## config.mk

```make
export PLATFORM = sky130hd
export DESIGN_NAME = freq_meter
export DESIGN_NICKNAME = d
export VERILOG_FILES = /design/src/rtl/freq_meter.sv
export SDC_FILE = /design/constraint.sdc
export NUM_CORES = 1
export LEC_CHECK = 0
export CORE_AREA = 2 2 63 110
export CTS_BUF_LIST = sky130_fd_sc_hd__clkbuf_2 sky130_fd_sc_hd__clkbuf_4 sky130_fd_sc_hd__clkbuf_8
export DETAILED_ROUTE_END_ITERATION = 10
export DIE_AREA = 0 0 65 112
export PLACE_DENSITY = 0.73
export SLEW_MARGIN = 30
export SYNTH_ARGS = -nofsm -noshare
export SYNTH_HDL_FRONTEND = slang
export SYNTH_SLANG_ARGS = --single-unit
```

## constraint.sdc

```tcl
create_clock -name cin -period 2.2 [get_ports cin]
set_clock_uncertainty 0.1 [all_clocks]
set_input_delay 0.22 -clock cin [delete_from_list [all_inputs] [get_ports cin]]
set_output_delay 0.22 -clock cin [all_outputs]
set_load 0.005 [all_outputs]
```

## src/rtl/freq_meter.sv

```systemverilog
// rtl/freq_meter.sv - gated-window frequency meter with packed BCD result
//
// Counts rising edges of an asynchronous input over a fixed window of
// GATE_CYCLES clock cycles. At the end of each window the count is published
// as packed BCD together with an overflow flag, and a one-cycle valid pulse is
// raised. Windows follow each other back to back with no dead cycles.
//
// Parameters:
//   GATE_CYCLES - cin cycles per measurement window (2 .. 2^32-1)
//   DIGITS      - number of BCD digits in the result (1 .. 8)
//
// Ports:
//   cin    in   1         system clock, all state on its rising edge
//   rst    in   1         asynchronous active-high reset
//   sig_in in   1         measured signal, asynchronous to cin, below cin/4
//   bcd    out  4*DIGITS  last completed count, digit 0 in bits [3:0]
//   ovf    out  1         last completed window exceeded 10^DIGITS-1 edges
//   valid  out  1         one-cycle pulse when bcd/ovf update
//   busy   out  1         high while a window is in progress
module freq_meter #(
    parameter int unsigned GATE_CYCLES = 100000000,
    parameter int          DIGITS      = 4
) (
    input  logic                cin,
    input  logic                rst,
    input  logic                sig_in,
    output logic [4*DIGITS-1:0] bcd,
    output logic                ovf,
    output logic                valid,
    output logic                busy
);

    localparam int unsigned     GW        = (GATE_CYCLES > 1) ? $clog2(GATE_CYCLES) : 1;
    localparam logic [GW-1:0]   GATE_LAST = GW'(GATE_CYCLES - 1);

    localparam logic [0:0]      ST_IDLE    = 1'b0;
    localparam logic [0:0]      ST_MEASURE = 1'b1;

    // Synchroniser and edge detector
    logic                r_sync1;
    logic                r_sync2;
    logic                r_sync3;
    logic                w_rise;

    // Control
    logic [0:0]          r_state;
    logic [GW-1:0]       r_gate;
    logic                w_measuring;
    logic                w_gate_end;
    logic                w_count;

    // Edge counter
    logic [4*DIGITS-1:0] r_cnt;
    logic                r_ovf_flag;
    logic [4*DIGITS-1:0] w_cnt_next;
    logic                w_top_carry;
    logic [4*DIGITS-1:0] w_cnt_sat;
    logic                w_ovf_next;

    // Published result
    logic [4*DIGITS-1:0] r_bcd;
    logic                r_ovf;
    logic                r_valid;

    // sig_in is asynchronous: two flops resolve metastability, the third
    // holds the previous clean sample so a rise is seen exactly once.
    always_ff @(posedge cin or posedge rst) begin
        if (rst) begin
            r_sync1 <= 1'b0;
            r_sync2 <= 1'b0;
            r_sync3 <= 1'b0;
        end else begin
            r_sync1 <= sig_in;
            r_sync2 <= r_sync1;
            r_sync3 <= r_sync2;
        end
    end

    assign w_rise = r_sync2 & ~r_sync3;

    // One IDLE cycle after reset, then measurement runs forever.
    always_ff @(posedge cin or posedge rst) begin
        if (rst) begin
            r_state <= ST_IDLE;
        end else begin
            r_state <= ST_MEASURE;
        end
    end

    assign w_measuring = (r_state == ST_MEASURE);
    assign w_gate_end  = w_measuring && (r_gate == GATE_LAST);
    assign w_count     = w_measuring && w_rise;

    always_ff @(posedge cin or posedge rst) begin
        if (rst) begin
            r_gate <= '0;
        end else if (w_measuring) begin
            r_gate <= w_gate_end ? '0 : (r_gate + GW'(1));
        end
    end

    // Ripple the increment through the digits combinationally so a carry
    // lands in the next digit in the same cycle as the edge that caused it.
    always_comb begin
        logic w_carry;
        w_carry    = w_count;
        w_cnt_next = r_cnt;
        for (int i = 0; i < DIGITS; i++) begin
            if (w_carry) begin
                if (r_cnt[4*i +: 4] == 4'd9) begin
                    w_cnt_next[4*i +: 4] = 4'd0;
                end else begin
                    w_cnt_next[4*i +: 4] = r_cnt[4*i +: 4] + 4'd1;
                    w_carry              = 1'b0;
                end
            end
        end
        w_top_carry = w_carry;
    end

    // A carry out of the top digit pins the count at all 9s; further edges
    // keep producing a carry out and so keep it pinned.
    assign w_cnt_sat  = w_top_carry ? {DIGITS{4'd9}} : w_cnt_next;
    assign w_ovf_next = r_ovf_flag | w_top_carry;

    // At window end the closing count (including any edge in that same
    // cycle) is handed to the output register, and the counter restarts.
    always_ff @(posedge cin or posedge rst) begin
        if (rst) begin
            r_cnt      <= '0;
            r_ovf_flag <= 1'b0;
        end else if (w_gate_end) begin
            r_cnt      <= '0;
            r_ovf_flag <= 1'b0;
        end else begin
            r_cnt      <= w_cnt_sat;
            r_ovf_flag <= w_ovf_next;
        end
    end

    always_ff @(posedge cin or posedge rst) begin
        if (rst) begin
            r_bcd   <= '0;
            r_ovf   <= 1'b0;
            r_valid <= 1'b0;
        end else begin
            r_valid <= w_gate_end;
            if (w_gate_end) begin
                r_bcd <= w_cnt_sat;
                r_ovf <= w_ovf_next;
            end
        end
    end

    assign bcd   = r_bcd;
    assign ovf   = r_ovf;
    assign valid = r_valid;
    assign busy  = w_measuring;

endmodule

```

==> results summary, run 1 <==
The run finished with clean final reports. The CTS buffer count came out at 9. The total inserted antenna cells is 0.

In this run, placement finished with an instance count of 420. The worst setup path is of the register to register kind. The share of layout cells above drive strength 1 is 14.97%.

Once the floorplan was initialized, standard cells occupied 48.01% of the core. Using the TritonRoute via totals, the vias-per-cell ratio works out to 5.454. The highest clock frequency the design can meet is 0.4960 GHz. Setup repair after global routing left no endpoint under its margin. After synthesis, the largest area contributor takes up 53.81% of total cell area. The residual antenna-violating net count after detailed routing is 0.

The worst register-to-register path begins at r_gate[20]. The share of synthesized area occupied by flip-flops and latches came out at 53.81%. Yosys attributes the largest share of cell area to sky130_fd_sc_hd__dfrtp_1, sky130_fd_sc_hd__nor2_1, sky130_fd_sc_hd__a21oi_1. The detailed placement HPWL is 4811 um. The worst endpoint data arrival time came out at 2.18 ns.

The netlist uses 44 different library cells. The worst setup path is launched from a register. The leakage power figure is 0.001684 uW. VDD sags by at most 0.3911 mV.

The total nets after synthesis came out at 309. The worst endpoint required time came out at 2.36 ns. In this run the cell area of the synthesized design comes to 3069 um2. The final count of pins violating max slew came out at 0. The length of routed met2 wiring is 3562 um. The worst pin sits at a relative slew slack of 64.25%. The final RePlAce weighted congestion is 0.9582. The overall via count from detail_route is 2378. Across all register-to-register paths, the minimum setup slack is 0.18 ns.

The longest clock path from root to sink contains 2 buffers. The number of buffer cells added on primary ports came out at 21. Relative to the synthesized area, the layout overhead comes to 21.12%. The via count of the first global-routing pass is 2419. The fraction of power spent switching nets came out at 26.02%.

Summed over all nets, the switching power comes to 702.7 uW. Sequential cells burn 52.9% of the power. Among all flip-flop cells after synthesis, the most frequent one is sky130_fd_sc_hd__dfrtp_1.

The total grt overflow came out at 0. The met3 wire length is 200 um. The row count came out at 39. The routed length on met1 came out at 2453 um. The maximum number of pins on one net before global-route repair is 27. In this run, the number of DRC markers left after iteration 0 of detailed routing was 130.

After synthesis, the share of flip-flops with an asynchronous set or reset is 100.0%. The wire length of the first global-routing pass is 11000 um. The power share of the combinational group came out at 11.8%. The mean post-synth cell area came out at 10.06 um2.

In this run the power density over the cells is 726.5 nW/um2. The clock tree from TritonCTS is done. The net count reported at finish is 353. The number of buffers inserted for hold repair after clock tree synthesis came out at 0. The path depth of the worst reg2reg path came out at 6.

After clock tree synthesis, the clock-pin slew on the worst setup and hold paths is 0.07 ns. The tree is rooted in a sky130_fd_sc_hd__clkbuf_8. The post-synthesis register bit count came out at 66.

The final cycle utilization of the critical path came out at 91.65%. The part of the total power dissipated in the clock network is 35.3%. The number of antenna violations at the first check in global routing is 0. The overall die width came out at 65 um. The pin slew with the least headroom to its limit came out at 0.5355 ns. STA classifies the critical path endpoint as a register. The cell count after synthesis is 305. The remaining design rule violation count came out at 0.

The top fanout value on the critical path is 24. The Yosys warning count is 0. The final cell count without fillers is 436. The per-cell routed wire length came out at 14.59 um. The global-route usage over all layers came out at 19.90%. After detailed routing, the total wire length is 6361 um. The worst register-to-register path ends at bcd[14]. The cell with the most instances after synthesis is sky130_fd_sc_hd__dfrtp_1.

The count of final hold-check violations was 0. The total area inside the core boundary comes to 6392 um2. The count of max-cap constraint violations is 0. Routed signal wires occupy layers up through met4.

The clock sink count came out at 66. The number of enable-type register cells in the synthesized netlist is 0. The internal power of the cells totals 1998 uW. The iteration count of the initial detailed-routing pass came out at 4.

Setup violations remaining at the end of the flow were counted as 0. The smallest clock period supported by the final layout is computed as 2.016 ns. The type of the worst min-delay path is input pin to asynchronous set/reset pin. The later-pin clock latency in the skew report came out at 0.35 ns. The depth of the CTS H-tree came out at 3. The setup TNS came out at 0 ns.

The height of the die is 112 um. The floorplan die area is 7280 um2. The number of top-level pins came out at 22.

Ranked by instance count, the synthesized netlist is headed by sky130_fd_sc_hd__dfrtp_1, sky130_fd_sc_hd__nor2_1, sky130_fd_sc_hd__a21oi_1. The cell taking the most area after synthesis is sky130_fd_sc_hd__dfrtp_1. The filler cell count came out at 552. At the end of the flow the core is filled with cells to 58.15%. The worst setup path startpoint is r_gate[20].
## power groups by stage
stage,clock network [uW],logic [uW],registers [uW]
floorplan,0,237,1420
global placement,0,311,1440
detailed placement,0,326,1450
CTS,981,326,1430
global route,1030,362,1440
finish,954,318,1430
## cell type report
type	count	area [um2]	area share (%)
clock buffer	14	180.2	4.847
clock inverter	2	10.01	0.2693
inverter	12	45.04	1.212
multi-input combinational	217	1324	35.61
sequential	66	1652	44.43
tap	82	102.6	2.760
timing repair buffer	43	404.1	10.87
## placed cells by master (no fill, tap or decap), types with 7 or more instances in the layout
| cell type | count |
|---|---|
| sky130_fd_sc_hd__a21oi_1 | 24 |
| sky130_fd_sc_hd__clkdlybuf4s50_1 | 21 |
| sky130_fd_sc_hd__nand2_1 | 14 |
| sky130_fd_sc_hd__xor2_1 | 10 |
| sky130_fd_sc_hd__buf_4 | 19 |
| sky130_fd_sc_hd__nand4_1 | 12 |
| sky130_fd_sc_hd__inv_1 | 11 |
| sky130_fd_sc_hd__nor2_1 | 54 |
| sky130_fd_sc_hd__o21ai_0 | 7 |
| sky130_fd_sc_hd__clkbuf_8 | 12 |
| sky130_fd_sc_hd__dfrtp_1 | 66 |
| sky130_fd_sc_hd__xnor2_1 | 12 |
| sky130_fd_sc_hd__nand3_1 | 15 |
## state kept, by name, indices dropped and copies added (netlist names)
name and flops:
r_sync1 1, r_ovf_flag 1, ovf 1, busy 1, r_gate 27, r_sync3 1
bcd 16, r_sync2 1, valid 1, r_cnt 16
## how the worst max path moves through the flow
stage	endpoint
global route	bcd[14]
detailed placement	bcd[14]
global placement	r_gate[20]
CTS	bcd[14]
floorplan	bcd[0]
finish	bcd[14]
## per-layer routing
metal  track usage (%)  vias to the layer above
li1                  -                     1157
met2             34.85                       36
met1             22.23                     1172
met4             9.504                        0
met3             4.545                       13
met5                 0                        -
## worst max-delay path: stages, from the launching register on
cell and delay (ns):
sky130_fd_sc_hd__dfrtp_1 0.43, sky130_fd_sc_hd__nand4_2 0.17, sky130_fd_sc_hd__or4_4 0.53, sky130_fd_sc_hd__nor3_4 0.27
sky130_fd_sc_hd__buf_6 0.23, sky130_fd_sc_hd__nor2_1 0.06, sky130_fd_sc_hd__a21oi_1 0.14
## timing repair
item,in CTS,in global routing
resized for setup,0,3
endpoints found under the setup margin,0,12
buffers inserted,0,0
## kinds of logic after synthesis
family	share of synthesized area (%)
AO/OA/AOI/OAI	9.865
XOR/XNOR	6.278
adder cells (fa/ha/maj)	0.4076
buffers and inverters	3.343
flip-flops	53.81
multiplexers	1.998
other	0.1222
AND/OR/NAND/NOR	24.17
## metrics by stage
step	setup slack, ns	power, uW	hold slack [ns]	cell area, um2
2_1_floorplan	0.2252	1661	0.1514	3069
3_3_place_gp	0.1876	1751	0.2367	3515
3_5_place_dp	0.1495	1774	0.2396	3515
4_1_cts	0.1278	2735	0.1326	3705
5_1_grt	0.05154	2839	0.1811	3717
6_report	0.1838	2701	0.1314	3717
No activity file was read; power rests on OpenSTA's default activity.
==> run 2, diff against run 1 <==
TNS_END_PERCENT = 20   (was not set)
==> results of run 2 <==
Same layout as run 1: the final DEF is identical, and so are final timing and power.
==> run 3, diff against run 2 <==
CORE_AREA = 4 4 65 112   (was 2 2 63 110)
DIE_AREA = 0 0 69 116   (was 0 0 65 112)
==> run 3 against run 2 <==
Maximum frequency fell by 0.23%; first-iteration DRC count rose by 48%; non-clock buffer count fell by 5; count of clock-buffer cells in the layout rose by 1; sequential share of layout area rose by 0.71 points.
==> results summary, run 3 (same netlist as run 1, synthesis figures left out) <==
The clock-pin slew reported for the worst setup and hold paths after clock tree synthesis is 0.07 ns. The library cell used most frequently in the layout, excluding fill and tap cells, is sky130_fd_sc_hd__dfrtp_1. The total grt overflow came out at 0.

In the global route stage, met1 resource usage came out at 18.48%. At the end of routability-driven placement, the weighted congestion stood at 0.9432. Across every metal layer, demand over resource in global routing totals 17.19%. The met2 usage came out at 31.63%.

The per-cell routed wire length is 14.91 um. The remaining design rule violation count came out at 0. The floorplan core area came out at 6441 um2. The share of layout cells above drive strength 1 came out at 12.93%.

The critical path runs through a total of 5 cells. The register containing the most flip-flops in the final layout is r_gate. The total inserted antenna cells is 0.

In the final design database the tool counted 348 nets. The maximum resistive drop on vdd came out at 0.5755 mV. The first routing iteration left 193 violations.

The delay of the slowest cell on the worst path came out at 0.53 ns. The worst setup path is of the register to register kind. The height of the die is 116 um. The minimum setup slack in the final design came out at 0.1791 ns.

In this run, post-CTS repair resized a total of 0 instances. The number of antenna violations at the first check in global routing came out at 0. The CTS buffer count came out at 9. The total power divided by cell area is 714.2 nW/um2. The setup TNS is 0 ns.

The area added between synthesis and finish came out at 19.20%. The floorplan die area came out at 8004 um2. The path depth of the worst reg2reg path is 5.

Summed over all cells, the static leakage comes to 0.001645 uW. The run finished with clean final reports. The overall die width came out at 69 um.

The master of the slowest instance on the critical path is sky130_fd_sc_hd__or4_4. The top fanout value on the critical path is 28. The signal on the critical path passes through nand4_2, or4_4, nor3_4, buf_12, mux2i_1.

The H-tree was split into 3 levels. No sink is reached through more buffers than the 2 on the longest clock path. The register with the most flip-flops in the layout has 27 of them. After filler insertion, the fill cell instance count of the layout stands at 590.

Among cell families on the critical path, the largest total delay comes from simple AND/OR/NAND/NOR gates. The maximum number of pins on one net before global-route repair is 67. The endpoint identified for the worst register-to-register timing path is bcd[12]. The area of the multi-input gates is 1315 um2.

The area of all sequential standard cells came out at 1652 um2. The count of final hold-check violations is 0. Leaving out fill and tap cells, the most frequent cells in the layout are sky130_fd_sc_hd__dfrtp_1, sky130_fd_sc_hd__nor2_1, sky130_fd_sc_hd__a21oi_1. The number of buffers inserted for hold repair after clock tree synthesis came out at 0.

In this run the worst setup path begins at r_gate[20]. The overall via count from detail_route is 2360. The via count of the first global-routing pass was 2360. Setup repair after global routing left no endpoint under its margin. The initial cell density of the core is 47.65%. The critical path startpoint category is a register. The clock sink count came out at 66. The wire length of the first global-routing pass came out at 10870 um. The number of buffers inserted by post-CTS setup repair came out at 0. In the finished design, the share of the clock period the worst path needs comes to 91.86%.

TritonCTS built the clock tree. The element type at the critical path end is a register. The routing layer with the top usage in global route is met2.

The count of buffers added on input and output ports is 21. The startpoint of the most critical register-to-register path is r_gate[20]. The termination of the worst setup path is bcd[12]. The iteration count of the initial detailed-routing pass came out at 5.

Data arrives at the worst endpoint at 2.19 ns. The number of top-level pins is 22. The worst register-to-register path has a setup slack of 0.18 ns. The tree is rooted in a sky130_fd_sc_hd__clkbuf_8. In the routed layout, each cell is associated on average with a via count of 5.488. The worst hold margin came out at 0.1674 ns. The min-delay analysis places its worst path in the category input pin to asynchronous set/reset pin.

The final count of negative-setup-slack endpoints is 0. The row count is 39. The count of max-cap constraint violations came out at 0. The final count of pins violating max slew is 0.

The later-pin clock latency in the skew report came out at 0.34 ns. The final critical delay including setup and external delays is 2.021 ns. The worst path buffer plus inverter count came out at 1. The post-placement worst setup slack is 0.1865 ns.

The met3 usage in global routing came out at 3.993%. The detailed placement HPWL came out at 4599 um. After detailed routing, the total wire length is 6412 um. The count of nets left with antenna violations once routing finished came out at 0. The worst endpoint required time came out at 2.36 ns. Derived from the worst setup path, the maximum achievable clock frequency is 0.4948 GHz.
-- run 3: final cells by class --
class	instances	area share (%)
Clock buffer	15	4.617
Tap cell	82	2.804
Multi-Input combinational cell	217	35.94
Sequential cell	66	45.14
Inverter	12	1.231
Timing Repair Buffer	38	10.26
-- run 3: worst min path at each step --
| stage | end | slack, ns | cells after the start |
|---|---|---|---|
| after global routing | r_sync1 | 0.21 | 1 |
| after detailed placement | r_sync2 | 0.24 | 0 |
| after global placement | r_sync2 | 0.24 | 0 |
| after floorplan | r_sync1 | 0.15 | 0 |
| final | r_gate[24] | 0.17 | 3 |
| after CTS | r_gate[20] | 0.17 | 3 |
-- run 3: stage by stage --
stage          util [%]  area (um2)  std cells  total power [uW]
5_1_grt           56.80        3659        430              2762
3_5_place_dp      54.18        3490        415              1752
4_1_cts           56.80        3659        430              2648
3_3_place_gp      54.18        3490        415              1733
6_report          56.80        3659        430              2613
2_1_floorplan         -        3069        305              1661
-- run 3: power breakdown --
group	switching [uW]	internal [uW]
Combinational	151	139
Clock	409	480
Sequential	113	1320
-- run 3: worst min-delay path, cell delays in order --
cell,delay [ns]
sky130_fd_sc_hd__clkdlybuf4s50_1,0.41
sky130_fd_sc_hd__inv_2,0.07
sky130_fd_sc_hd__buf_12,0.31
-- run 3: routing by layer --
layer	share of wire [%]	up-vias	wire, um
li1	-	1144	-
met5	0	-	0
met3	3.6	11	228
met2	55	54	3536
met1	39	1151	2513
met4	2.1	0	134
